--- config.mk ---
export PLATFORM = sky130hd
export DESIGN_NAME = pc_branch_sequencer
export DESIGN_NICKNAME = d
export VERILOG_FILES = /design/src/rtl/cpu_pkg.sv /design/src/rtl/pc_branch_sequencer.sv
export SDC_FILE = /design/constraint.sdc
export NUM_CORES = 1
export LEC_CHECK = 0
export BUFFER_PORTS_ARGS = -buffer_cell sky130_fd_sc_hd__clkbuf_2
export CORE_MARGIN = 2
export CORE_UTILIZATION = 35
export DETAILED_ROUTE_END_ITERATION = 10
export PLACE_DENSITY = 0.61
export SETUP_SLACK_MARGIN = 0.15
export SLEW_MARGIN = 20
export SYNTH_ARGS = -nofsm -noshare
export SYNTH_HDL_FRONTEND = slang
export SYNTH_SLANG_ARGS = --single-unit
--- constraint.sdc ---
create_clock -name clk -period 3.75 [get_ports clk]
set_input_delay 0.375 -clock clk [delete_from_list [all_inputs] [get_ports clk]]
set_output_delay 0.375 -clock clk [all_outputs]
set_load 0.01 [all_outputs]
--- src/rtl/cpu_pkg.sv ---
// Shared definitions for the program-counter / branch sequencer.
//   seq_state_t : sequencer FSM states
//   RESET_PC    : default PC loaded on reset
//   INSTR_BYTES : default sequential fetch increment (also the target alignment)
package cpu_pkg;

  typedef enum logic [1:0] {
    BOOT     = 2'd0,
    RUN      = 2'd1,
    REDIRECT = 2'd2,
    FAULT    = 2'd3
  } seq_state_t;

  localparam logic [31:0] RESET_PC    = 32'h0000_0000;
  localparam int unsigned INSTR_BYTES = 4;

endpackage

--- src/rtl/pc_branch_sequencer.sv ---
// Program-counter owner. Issues IMEM fetch requests and applies branch
// resolutions coming from the EX-stage branch adder.
//
// Handshakes (both valid/ready): a transfer happens in a cycle where valid and
// ready are both high. Once fetch_valid rises, fetch_pc is held until
// fetch_ready, unless a taken branch redirects; stall never retracts a pending
// request. br_ready is high only in RUN, so accept = br_valid & br_ready.
//
// Ports:
//   clk, rst_n        clock, asynchronous active-low reset
//   br_valid/br_ready branch resolution handshake
//   br_target         branch target (adder sum)
//   br_zero           operands-equal flag
//   br_is_bne         1 = BNE (taken on !zero), 0 = BEQ (taken on zero)
//   stall             blocks issue of new fetch requests
//   fetch_valid/fetch_ready/fetch_pc  IMEM request port
//   flush             one-cycle pulse after a taken branch: discard IF/ID
//   misalign_err      sticky: taken branch to a misaligned target
//   taken_cnt         saturating count of accepted taken aligned branches
//   dbg_state         current FSM state (seq_state_t encoding)
module pc_branch_sequencer
  import cpu_pkg::*;
#(
  parameter int unsigned     XLEN        = 32,
  parameter logic [XLEN-1:0] RESET_PC    = XLEN'(cpu_pkg::RESET_PC),
  parameter int unsigned     INSTR_BYTES = cpu_pkg::INSTR_BYTES,
  parameter int unsigned     CNT_W       = 16
) (
  input  logic             clk,
  input  logic             rst_n,
  input  logic             br_valid,
  input  logic [XLEN-1:0]  br_target,
  input  logic             br_zero,
  input  logic             br_is_bne,
  output logic             br_ready,
  input  logic             stall,
  output logic             fetch_valid,
  output logic [XLEN-1:0]  fetch_pc,
  input  logic             fetch_ready,
  output logic             flush,
  output logic             misalign_err,
  output logic [CNT_W-1:0] taken_cnt,
  output logic [1:0]       dbg_state
);

  seq_state_t       state_q, state_d;
  logic [XLEN-1:0]  pc_q, pc_d;
  logic             pend_q, pend_d;   // request presented last cycle, not yet accepted
  logic             flush_q, flush_d;
  logic             err_q, err_d;
  logic [CNT_W-1:0] cnt_q, cnt_d;

  logic taken;
  logic aligned;

  // BEQ taken on zero, BNE taken on !zero.
  assign taken   = br_valid & (br_zero ^ br_is_bne);
  assign aligned = (br_target % XLEN'(INSTR_BYTES)) == '0;

  always_comb begin
    state_d     = state_q;
    pc_d        = pc_q;
    pend_d      = 1'b0;
    flush_d     = 1'b0;
    err_d       = err_q;
    cnt_d       = cnt_q;
    br_ready    = 1'b0;
    fetch_valid = 1'b0;
    case (state_q)
      BOOT:     state_d = RUN;
      RUN: begin
        br_ready    = 1'b1;
        fetch_valid = ~stall | pend_q;
        if (taken) begin
          // Redirect wins over a simultaneous fetch handshake: the fetched
          // instruction is flushed and the pc does not step.
          flush_d = 1'b1;
          if (aligned) begin
            pc_d    = br_target;
            state_d = REDIRECT;
            if (cnt_q != '1) cnt_d = cnt_q + 1'b1;
          end else begin
            err_d   = 1'b1;
            state_d = FAULT;
          end
        end else if (fetch_valid && fetch_ready) begin
          pc_d = pc_q + XLEN'(INSTR_BYTES);
        end else begin
          pend_d = fetch_valid;
        end
      end
      REDIRECT: state_d = RUN;
      FAULT:    state_d = FAULT;
      default:  state_d = BOOT;
    endcase
  end

  always_ff @(posedge clk or negedge rst_n) begin
    if (!rst_n) begin
      state_q <= BOOT;
      pc_q    <= RESET_PC;
      pend_q  <= 1'b0;
      flush_q <= 1'b0;
      err_q   <= 1'b0;
      cnt_q   <= '0;
    end else begin
      state_q <= state_d;
      pc_q    <= pc_d;
      pend_q  <= pend_d;
      flush_q <= flush_d;
      err_q   <= err_d;
      cnt_q   <= cnt_d;
    end
  end

  assign fetch_pc     = pc_q;
  assign flush        = flush_q;
  assign misalign_err = err_q;
  assign taken_cnt    = cnt_q;
  assign dbg_state    = state_q;

endmodule
==> load_flow_metrics.sql, run 1 <==
INSERT INTO impl_metrics (metric_group, metric, value, unit) VALUES
('global_routing', 'grt_pass1_wl', '14230', 'um'),
('finish', 'final_cell_area', '3697', 'um2'),
('yosys', 'netlist_area', '3039', 'um2'),
('yosys', 'synth.net_count', '383', ''),
('detailed_routing', 'routed.top_layer', 'met4', ''),
('global_routing', 'antenna_violations_before_repair', '0', ''),
('cts', 'tritoncts', 'done', ''),
('min_path', 'min_path_type', 'input port to async pin', ''),
('placed_design', 'port_buffers', '92', ''),
('finish', 'layout.cells.most_common_list', 'clkbuf_2, dfrtp_1, nand2_1, nor2_1, a21oi_1', ''),
('timing', 'fin_hold_ws', '-0.002692', 'ns'),
('timing', 'worst-slew-pin-transition', '0.8402', 'ns'),
('cts', 'cts.htree.levels', '2', ''),
('finish', 'finish.net_count', '470', ''),
('critical_path', 'crit_arrival', '2.64', 'ns'),
('timing', 'final-max-slew-violation-count', '0', ''),
('finish', 'final.fill_count', '827', ''),
('timing', 'max_freq', '413.9', 'MHz'),
('run_status', 'violations', 'negative hold slack', ''),
('cts', 'tritoncts_num_sinks', '53', ''),
('die', 'floorplan.die.height', '97.19', 'um'),
('yosys', 'synthDistinctLibCells', '53', ''),
('die', 'die_x', '97.19', 'um'),
('run_status', 'outcome', 'finished, violations left', ''),
('timing', 'hold_viol_final', '6', ''),
('run', 'max_cap_viols', '0', ''),
('timing', 'fin_setup_tns', '0', 'ns'),
('timing', 'post-route-period-util', '64.43', '%'),
('yosys', 'synth.ff_latch_count', '53', ''),
('global_routing', 'grt_max_degree', '57', ''),
('critical_path', 'timing.critical_path.fanout_max', '25', ''),
('power_and_ir_drop', 'power_density', '394.5', 'nW/um2'),
('cts', 'clk_path_buf_depth', '2', ''),
('die', 'io_pins', '93', ''),
('cts', 'hold_buffers', '0', ''),
('die', 'initial_utilization', '36.62', '%'),
('detailed_routing', 'number_of_drc_violations_after_detailed_routing', '0', ''),
('critical_path', 'crit_chain', 'nand2b_1 > inv_1 > o2111ai_1 > nand2_1 > o21ai_0 > a22oi_1', ''),
('global_routing', 'first_global_vias', '2760', ''),
('yosys', 'yosysWarningCount', '0', ''),
('timing', 'final_report_setup_violation_count', '0', ''),
('placed_design', 'gp_congestion', '0.8220', ''),
('detailed_routing', 'dr_total_vias', '2971', ''),
('detailed_routing', 'route.detailed.vias_per_inst', '5.564', ''),
('placed_design', 'postPlaceCellArea', '3590', 'um2'),
('cts', 'ctsResizeCount', '0', ''),
('detailed_routing', '1st_iter_drt_viols', '184', ''),
('yosys', 'number_of_enable_flip_flop_cells_after_synthesis', '0', ''),
('critical_path', 'worst_setup_path_start_kind', 'flop', ''),
('detailed_routing', 'first_pass_iters', '4', ''),
('finish', 'drive_gt1_share', '26.11', '%'),
('yosys', 'post_synthesis_async_set_or_reset_flop_share', '100.0', '%'),
('cts', 'clk_transition_reported_paths', '0.11', 'ns'),
('timing', 'rsz0062_at_grt', 'false', ''),
('timing', 'fin_worst_skew', '0.01352', 'ns'),
('global_routing', 'global_route.usage.total', '18.23', '%'),
('cts', 'tritoncts.num_buffers', '5', ''),
('critical_path', 'worst_setup_path_end_kind', 'flop', ''),
('critical_path', 'setup.worst_path.class', 'flop to flop', ''),
('critical_path', 'path_buf_inv', '1', ''),
('detailed_routing', 'post_drt_wl_per_cell', '16.02', 'um'),
('die', 'std_cell_rows', '33', ''),
('detailed_routing', 'drt-total-wl', '8554', 'um'),
('detailed_routing', 'routed_metal_1_wirelength', '4023', 'um'),
('timing', 'finalCriticalPeriod', '2.416', 'ns'),
('yosys', 'ys_seq_area_share', '43.64', '%'),
('critical_path', 'worst_path_max_delay_cell', 'nand2_1', ''),
('yosys', 'synth_top_flop_cell', 'dfrtp_1', ''),
('placed_design', 'place.detailed.hpwl', '6272', 'um'),
('yosys', 'syn_area_per_cell', '8.886', 'um2'),
('critical_path', 'required', '3.98', 'ns');
[layout make-up]
type	count	area (um2)	share of cell area, %
clock inverters	2	38.79	1.049
flip-flops and latches	53	1326	35.87
multi-input cells	265	1615	43.69
well taps	105	131.4	3.553
repair buffers	95	483.0	13.06
inverters	9	33.78	0.9137
clock buffers	5	68.82	1.861
[metrics by stage]
stage          cells  total power [uW]  hold WS, ns  util [%]  setup slack (ns)
6_report         534              1458    -0.002692     44.55             1.334
4_1_cts          534              1471     0.002885     44.55             1.347
2_1_floorplan    342             910.5      0.07941         -             1.842
3_3_place_gp     527              1064       0.3436     43.25             1.252
5_1_grt          534              1552      0.01121     44.55             1.139
3_5_place_dp     527              1078       0.3442     43.25             1.167
[Yosys cell counts, drive strengths merged (3+ instances only)]
library cell	instances	area [um2]
xnor2	10	87.58
clkbuf	7	26.28
and3	14	87.58
o21ai	13	65.06
and4	4	35.03
o21a	4	30.03
nand2	31	116.4
or3	3	18.77
nand3	27	135.1
dfrtp	53	1326
nor4	4	40.04
xor2	4	35.03
or4	4	30.03
and2	10	63.81
nand4	12	75.07
o22a	6	52.55
a211oi	4	30.03
o22ai	5	31.28
a22oi	6	45.04
a31oi	7	50.05
o311ai	5	43.79
inv	9	33.78
a21oi	30	150.1
nor2	31	116.4
buf	8	37.54
[per-layer routing]
| metal | global-route usage [%] | vias up |
|---|---|---|
| met4 | 3.250 | 0 |
| li1 | - | 1448 |
| met2 | 28.79 | 86 |
| met5 | 0 | - |
| met3 | 4.317 | 6 |
| met1 | 25.88 | 1431 |
[worst register-to-register path, delay by kind of cell (launching register included)]
kind                   cells  cell delay (ns)
DFF                        1             0.44
and+or+nand+nor            2             1.00
buffers and inverters      1             0.13
AOI/OAI and AO/OA          3             0.78
[cell families (layout without fill, tap and decap cells)]
kind of cell               after synthesis  in the layout  synth area share (%)
and+or+nand+nor                        151            151                 26.76
muxes                                    3              3                 1.029
AOI/OAI and AO/OA                       95             95                 20.50
buffers and inverters                   24            111                 3.211
adders and majority gates                2              2                0.8233
DFF                                     53             53                 43.64
xor gates and xnor gates                14             14                 4.034
[flip-flops by register name, indices dropped and copies added (netlist names)]
register	count
flush	1
dbg_state	2
pend_q	1
taken_cnt	16
fetch_pc	32
misalign_err	1
[report_power, final]
| group | switching [uW] | internal, uW |
|---|---|---|
| clock | 196 | 198 |
| combinational | 176 | 142 |
| sequential | 105 | 641 |
[final timing paths]
kind                                 endpoint    startpoint  slack, ns  cells after the start
worst max-delay path             fetch_pc[16]  dbg_state[1]       1.33                      6
worst min-delay path                    flush         rst_n     -0.003                      1
worst max register to register   fetch_pc[16]  dbg_state[1]       1.33                      6
worst min register to register   misalign_err  misalign_err       0.47                      1
max in group asynchronous       taken_cnt[13]         rst_n       2.90                      2
min in group clk                       pend_q   fetch_ready       0.27                      2
Power figures use the tool's default switching activity.
==> run 2, diff against run 1 <==
- clock period: 3.75 -> 2.3 ns (I/O delays scaled with it)
==> load_flow_metrics.sql, run 2 (same netlist as run 1, synthesis figures left out) <==
INSERT INTO impl_metrics (metric_group, metric, value, unit) VALUES
('run_status', 'outcome', 'complete, no violations', ''),
('finish', 'final_cell_area', '3786', 'um2'),
('timing', 'relSlewSlack', '60.18', '%'),
('finish', 'number_of_flip_flops_under_the_largest_register_name', '32', ''),
('detailed_routing', 'antenna_violating_nets_post_route', '0', ''),
('detailed_routing', 'number_of_drc_violations_after_detailed_routing', '0', ''),
('cts', 'clkLatencyLatePin', '0.32', 'ns'),
('power_and_ir_drop', 'total_leakage_power', '0.001755', 'uW'),
('cts', 'tritoncts', 'done', ''),
('timing', 'final_report_setup_violation_count', '0', ''),
('detailed_routing', 'post_drt_wl_per_cell', '16.04', 'um'),
('detailed_routing', 'drt-total-wl', '8773', 'um'),
('cts', 'clk_path_buf_depth', '2', ''),
('die', 'die-area', '9445', 'um2'),
('die', 'std_cell_rows', '33', ''),
('finish', 'mostFrequentLayoutCell', 'clkbuf_2', ''),
('detailed_routing', 'route.detailed.vias_per_inst', '5.570', ''),
('finish', 'flow.area_growth_from_synthesis', '24.58', '%'),
('placed_design', 'port_buffers', '92', ''),
('critical_path', 'ff2ff_setup_slack', '0.31', 'ns'),
('finish', 'layout.cells.most_common_list', 'clkbuf_2, dfrtp_1, nand2_1, nor2_1, a21oi_1', ''),
('global_routing', 'grt_overflow_total', '0', ''),
('timing', 'worst-slew-pin-transition', '0.5972', 'ns'),
('critical_path', 'setup.worst_path.class', 'flop to flop', ''),
('timing', 'rsz0062_at_grt', 'false', ''),
('finish', 'finish.net_count', '482', ''),
('cts', 'clk_transition_reported_paths', '0.11', 'ns'),
('timing', 'final-max-slew-violation-count', '0', ''),
('global_routing', 'antenna_violations_before_repair', '0', ''),
('run', 'max_cap_viols', '0', ''),
('power_and_ir_drop', 'worst_ir_drop_vdd', '0.2284', 'mV'),
('cts', 'tritoncts.num_buffers', '5', ''),
('cts', 'cts.htree.levels', '2', ''),
('critical_path', 'worst_setup_path_end_kind', 'flop', ''),
('placed_design', 'gp_congestion', '0.8157', ''),
('critical_path', 'required', '2.52', 'ns'),
('global_routing', 'global_route.usage.total', '18.66', '%'),
('detailed_routing', '1st_iter_drt_viols', '165', ''),
('die', 'die_x', '97.19', 'um'),
('critical_path', 'crit_arrival', '2.21', 'ns'),
('die', 'initial_utilization', '36.62', '%'),
('cts', 'tritoncts_num_sinks', '53', ''),
('critical_path', 'worst_setup_path_start_kind', 'flop', ''),
('min_path', 'hold_start', 'fetch_ready', ''),
('finish', 'drive_gt1_share', '28.96', '%'),
('global_routing', 'grt_max_degree', '57', ''),
('timing', 'fin_worst_skew', '0.01892', 'ns'),
('die', 'floorplan.die.height', '97.19', 'um'),
('global_routing', 'first_global_vias', '2945', ''),
('min_path', 'min_to', 'pend_q', ''),
('timing', 'hold_viol_final', '0', ''),
('die', 'io_pins', '93', ''),
('detailed_routing', 'dr_total_vias', '3047', ''),
('min_path', 'min_path_type', 'input port to flop', ''),
('timing', 'finalCriticalPeriod', '1.991', 'ns'),
('placed_design', 'postPlaceCellArea', '3665', 'um2'),
('detailed_routing', 'first_pass_iters', '4', ''),
('timing', 'fin_setup_tns', '0', 'ns'),
('critical_path', 'rr_worst_depth', '7', ''),
('timing', 'max_freq', '502.2', 'MHz'),
('critical_path', 'endpoint_of_the_most_critical_register_to_register_path', 'fetch_pc[24]', ''),
('cts', 'clock-root-buffer', 'clkbuf_8', ''),
('finish', 'final.fill_count', '837', ''),
('timing', 'post-route-period-util', '86.58', '%'),
('critical_path', 'worst_r2r_startpoint', 'fetch_pc[3]', ''),
('die', 'fp.coreArea', '8299', 'um2'),
('min_path', 'worst_hold_path.num_cells', '2', ''),
('placed_design', 'place.detailed.hpwl', '6565', 'um'),
('critical_path', 'timing.critical_path.fanout_max', '5', ''),
('global_routing', 'grt_pass1_wl', '14720', 'um'),
('power_and_ir_drop', 'power_density', '609.4', 'nW/um2'),
('finish', 'antenna_diodes', '0', '');
run 2: final cells by class:
class,instances,area (um2),area share [%]
multi-input combinational,265,1628,42.99
inverter,9,33.78,0.8923
clock buffer,5,68.82,1.818
timing repair buffer,107,575.6,15.20
tap,105,131.4,3.470
sequential,53,1328,35.06
clock inverter,3,21.27,0.5618
run 2: repair_timing:
item,4_1_cts,5_1_grt
buffers inserted,0,1
hold buffers,1,0
endpoints found under the setup margin,0,8
hold endpoints to repair,20,0
resized for setup,0,4
run 2: power by group:
| group | leakage, uW | total [uW] | switching (uW) | internal (uW) |
|---|---|---|---|---|
| combinational | 0.00105 | 548 | 301 | 247 |
| sequential | 0.000658 | 1210 | 161 | 1050 |
| clock | 0.0000445 | 551 | 334 | 217 |
| total | 0.00176 | 2310 | 796 | 1510 |
run 2: how the worst max path moves through the flow:
| stage | from | to | slack [ns] | cells after the start |
|---|---|---|---|---|
| 5_1_grt | fetch_pc[3] | fetch_pc[30] | 0.18 | 6 |
| 2_1_floorplan | fetch_pc[2] | fetch_pc[30] | 0.39 | 6 |
| 3_5_place_dp | fetch_pc[2] | fetch_pc[30] | 0.23 | 6 |
| 3_3_place_gp | fetch_pc[2] | fetch_pc[30] | 0.29 | 6 |
| 4_1_cts | fetch_pc[2] | fetch_pc[30] | 0.20 | 6 |
| 6_report | fetch_pc[3] | fetch_pc[24] | 0.31 | 7 |
run 2: worst max-delay path: stages (launching register included):
cell	delay, ns
dfrtp_1	0.43
ha_1	0.24
nand3_2	0.15
nor4_4	0.36
buf_4	0.17
and2_2	0.18
nand4_1	0.10
a211oi_1	0.25
run 2: layer usage:
layer | global-route usage [%] | wire (um) | vias to the layer above
met3 | 5.036 | 587 | 5
li1 | - | - | 1470
met5 | 0 | 0 | -
met4 | 2.925 | 42 | 0
met2 | 29.75 | 4170 | 90
met1 | 25.99 | 3972 | 1482
run 2: per-stage QoR:
| step | std cells | setup slack, ns | util [%] | hold slack [ns] | power [uW] |
|---|---|---|---|---|---|
| after floorplan | 342 | 0.3920 | - | -0.06559 | 1485 |
| after global placement | 537 | 0.2882 | 44.16 | 0.2591 | 1750 |
| after detailed placement | 537 | 0.2271 | 44.16 | 0.2651 | 1764 |
| after CTS | 546 | 0.1969 | 45.36 | 0.1141 | 2324 |
| after global routing | 547 | 0.1780 | 45.62 | 0.1144 | 2463 |
| final | 547 | 0.3088 | 45.62 | 0.1225 | 2307 |
==> run 3, diff against run 2 <==
- MAX_ROUTING_LAYER: unset -> met4
==> load_flow_metrics.sql, run 3 (same netlist as run 1, synthesis figures left out) <==
INSERT INTO impl_metrics (metric_group, metric, value, unit) VALUES
('min_path', 'min_path_type', 'input port to flop', ''),
('critical_path', 'setup.worst_path.class', 'flop to flop', ''),
('detailed_routing', 'routed.top_layer', 'met4', ''),
('power_and_ir_drop', 'share_seq_of_total_power', '52.4', '%'),
('power_and_ir_drop', 'p_switching', '796.8', 'uW'),
('critical_path', 'rr_worst_depth', '7', ''),
('min_path', 'hold_start', 'fetch_ready', ''),
('power_and_ir_drop', 'share_clk_of_total_power', '23.9', '%'),
('placed_design', 'gp_congestion', '0.8278', ''),
('timing', 'fin_worst_skew', '0.01900', 'ns'),
('placed_design', 'port_buffers', '92', ''),
('global_routing', 'first_global_vias', '2939', ''),
('cts', 'tritoncts_num_sinks', '53', ''),
('cts', 'tritoncts.num_buffers', '5', ''),
('timing', 'fin_setup_tns', '0', 'ns'),
('finish', 'layout.cells.most_common_list', 'clkbuf_2, dfrtp_1, nand2_1, nor2_1, a21oi_1', ''),
('timing', 'fin_hold_ws', '0.1240', 'ns'),
('critical_path', 'worst_path_max_delay_cell', 'dfrtp_1', ''),
('critical_path', 'endpoint_of_the_most_critical_register_to_register_path', 'fetch_pc[24]', ''),
('finish', 'drive_gt1_share', '28.96', '%'),
('cts', 'clk_transition_reported_paths', '0.12', 'ns'),
('run_status', 'outcome', 'complete, no violations', ''),
('critical_path', 'ff2ff_setup_slack', '0.31', 'ns'),
('cts', 'clock-root-buffer', 'clkbuf_8', ''),
('critical_path', 'worst_setup_path_start_kind', 'flop', ''),
('global_routing', 'grt_max_degree', '57', ''),
('detailed_routing', 'first_pass_iters', '4', ''),
('power_and_ir_drop', 'total_leakage_power', '0.001755', 'uW'),
('power_and_ir_drop', 'power_density', '609.6', 'nW/um2'),
('die', 'std_cell_rows', '33', ''),
('cts', 'tritoncts', 'done', ''),
('timing', 'rsz0062_at_grt', 'false', ''),
('finish', 'flow.area_growth_from_synthesis', '24.58', '%'),
('global_routing', 'antenna_violations_before_repair', '0', ''),
('critical_path', 'worst_setup_path_end_kind', 'flop', ''),
('timing', 'final-max-slew-violation-count', '0', ''),
('cts', 'clk_path_buf_depth', '2', ''),
('global_routing', 'global_route.usage.total', '19.19', '%'),
('critical_path', 'path_buf_inv', '1', ''),
('die', 'fp.coreArea', '8299', 'um2'),
('timing', 'post-route-period-util', '86.58', '%'),
('detailed_routing', 'routed_metal_1_wirelength', '3986', 'um'),
('timing', 'final_report_setup_violation_count', '0', ''),
('cts', 'clkLatencyLatePin', '0.32', 'ns'),
('power_and_ir_drop', 'power.internal', '1511', 'uW'),
('detailed_routing', 'drt-total-wl', '8775', 'um'),
('detailed_routing', '1st_iter_drt_viols', '152', ''),
('detailed_routing', 'route.detailed.vias_per_inst', '5.574', ''),
('critical_path', 'required', '2.52', 'ns'),
('critical_path', 'timing.critical_path.fanout_max', '5', ''),
('run', 'max_cap_viols', '0', ''),
('detailed_routing', 'routed-wl-met3', '551', 'um'),
('power_and_ir_drop', 'power.total', '2308', 'uW'),
('detailed_routing', 'dr_total_vias', '3049', ''),
('finish', 'mostFrequentLayoutCell', 'clkbuf_2', ''),
('min_path', 'min_to', 'pend_q', ''),
('global_routing', 'grt_overflow_total', '0', ''),
('finish', 'number_of_flip_flops_under_the_largest_register_name', '32', ''),
('power_and_ir_drop', 'power_switching_share', '34.52', '%'),
('die', 'io_pins', '93', ''),
('critical_path', 'worst_r2r_startpoint', 'fetch_pc[3]', ''),
('detailed_routing', 'wl_met2', '4190', 'um'),
('critical_path', 'critical-path-max-stage-delay', '0.43', 'ns'),
('detailed_routing', 'number_of_drc_violations_after_detailed_routing', '0', ''),
('global_routing', 'grt_pass1_wl', '14720', 'um'),
('timing', 'finalCriticalPeriod', '1.991', 'ns'),
('detailed_routing', 'antenna_violating_nets_post_route', '0', ''),
('power_and_ir_drop', 'power_frac_comb', '23.7', '%'),
('die', 'initial_utilization', '36.62', '%'),
('timing', 'relSlewSlack', '60.45', '%'),
('cts', 'cts.htree.levels', '2', ''),
('timing', 'hold_viol_final', '0', ''),
('critical_path', 'setup.worst_path.start', 'fetch_pc[3]', ''),
('die', 'die_x', '97.19', 'um'),
('critical_path', 'cpLargestDelayFamily', 'simple AND/OR/NAND/NOR gates', ''),
('min_path', 'worst_hold_path.num_cells', '2', ''),
('die', 'floorplan.die.height', '97.19', 'um'),
('die', 'die-area', '9445', 'um2'),
('detailed_routing', 'post_drt_wl_per_cell', '16.04', 'um'),
('timing', 'worst-slew-pin-transition', '0.5933', 'ns'),
('critical_path', 'crit_arrival', '2.21', 'ns'),
('critical_path', 'crit_chain', 'ha_1 > nand3_2 > nor4_4 > buf_4 > and2_2 > nand4_1 > a211oi_1', ''),
('power_and_ir_drop', 'worst_ir_drop_vdd', '0.2292', 'mV'),
('placed_design', 'place.detailed.hpwl', '6565', 'um'),
('finish', 'finish.net_count', '482', ''),
('finish', 'antenna_diodes', '0', ''),
('timing', 'max_freq', '502.2', 'MHz');
run 3: how the worst max path moves through the flow:
stage | endpoint | slack, ns | cells past startpoint
after floorplan | fetch_pc[30] | 0.39 | 6
after global placement | fetch_pc[30] | 0.29 | 6
after global routing | fetch_pc[30] | 0.18 | 6
after CTS | fetch_pc[30] | 0.20 | 6
after detailed placement | fetch_pc[30] | 0.23 | 6
final | fetch_pc[24] | 0.31 | 7
run 3: power groups by stage:
stage	Clock [uW]	Combinational (uW)	Sequential, uW
floorplan	0	240	1240
global placement	0	540	1210
detailed placement	0	546	1220
CTS	575	549	1200
global route	617	610	1240
finish	552	548	1210
run 3: worst reg2reg max path, cell delays in order (launching register included):
cell and delay, ns:
dfrtp_1 0.43, ha_1 0.24, nand3_2 0.15, nor4_4 0.36, buf_4 0.17, and2_2 0.18, nand4_1 0.10, a211oi_1 0.25
run 3: cell type report:
cell class | count | area (um2)
clock buffers | 5 | 68.82
clock inverters | 3 | 21.27
fillers | 837 | 4513
inverters | 9 | 33.78
multi-input cells | 265 | 1628
flip-flops and latches | 53 | 1328
well taps | 105 | 131.4
repair buffers | 107 | 575.6
run 3: repair_timing:
action / in CTS / in global routing
hold buffers: 1 / 0
resized for setup: 0 / 4
buffers inserted: 0 / 1
hold endpoints to repair: 20 / 0
endpoints found under the setup margin: 0 / 8
run 3: per-layer routing:
metal | global-route usage [%] | vias up
met5 | - | -
met4 | 2.925 | 0
li1 | - | 1472
met3 | 4.892 | 4
met2 | 29.86 | 88
met1 | 25.99 | 1485
run 3: per-stage QoR:
stage          setup slack (ns)  cells  area, um2  utilization [%]
2_1_floorplan            0.3920    342       3039                -
5_1_grt                  0.1780    547       3786            45.62
6_report                 0.3088    547       3786            45.62
3_5_place_dp             0.2271    537       3665            44.16
3_3_place_gp             0.2882    537       3665            44.16
4_1_cts                  0.1969    546       3765            45.36
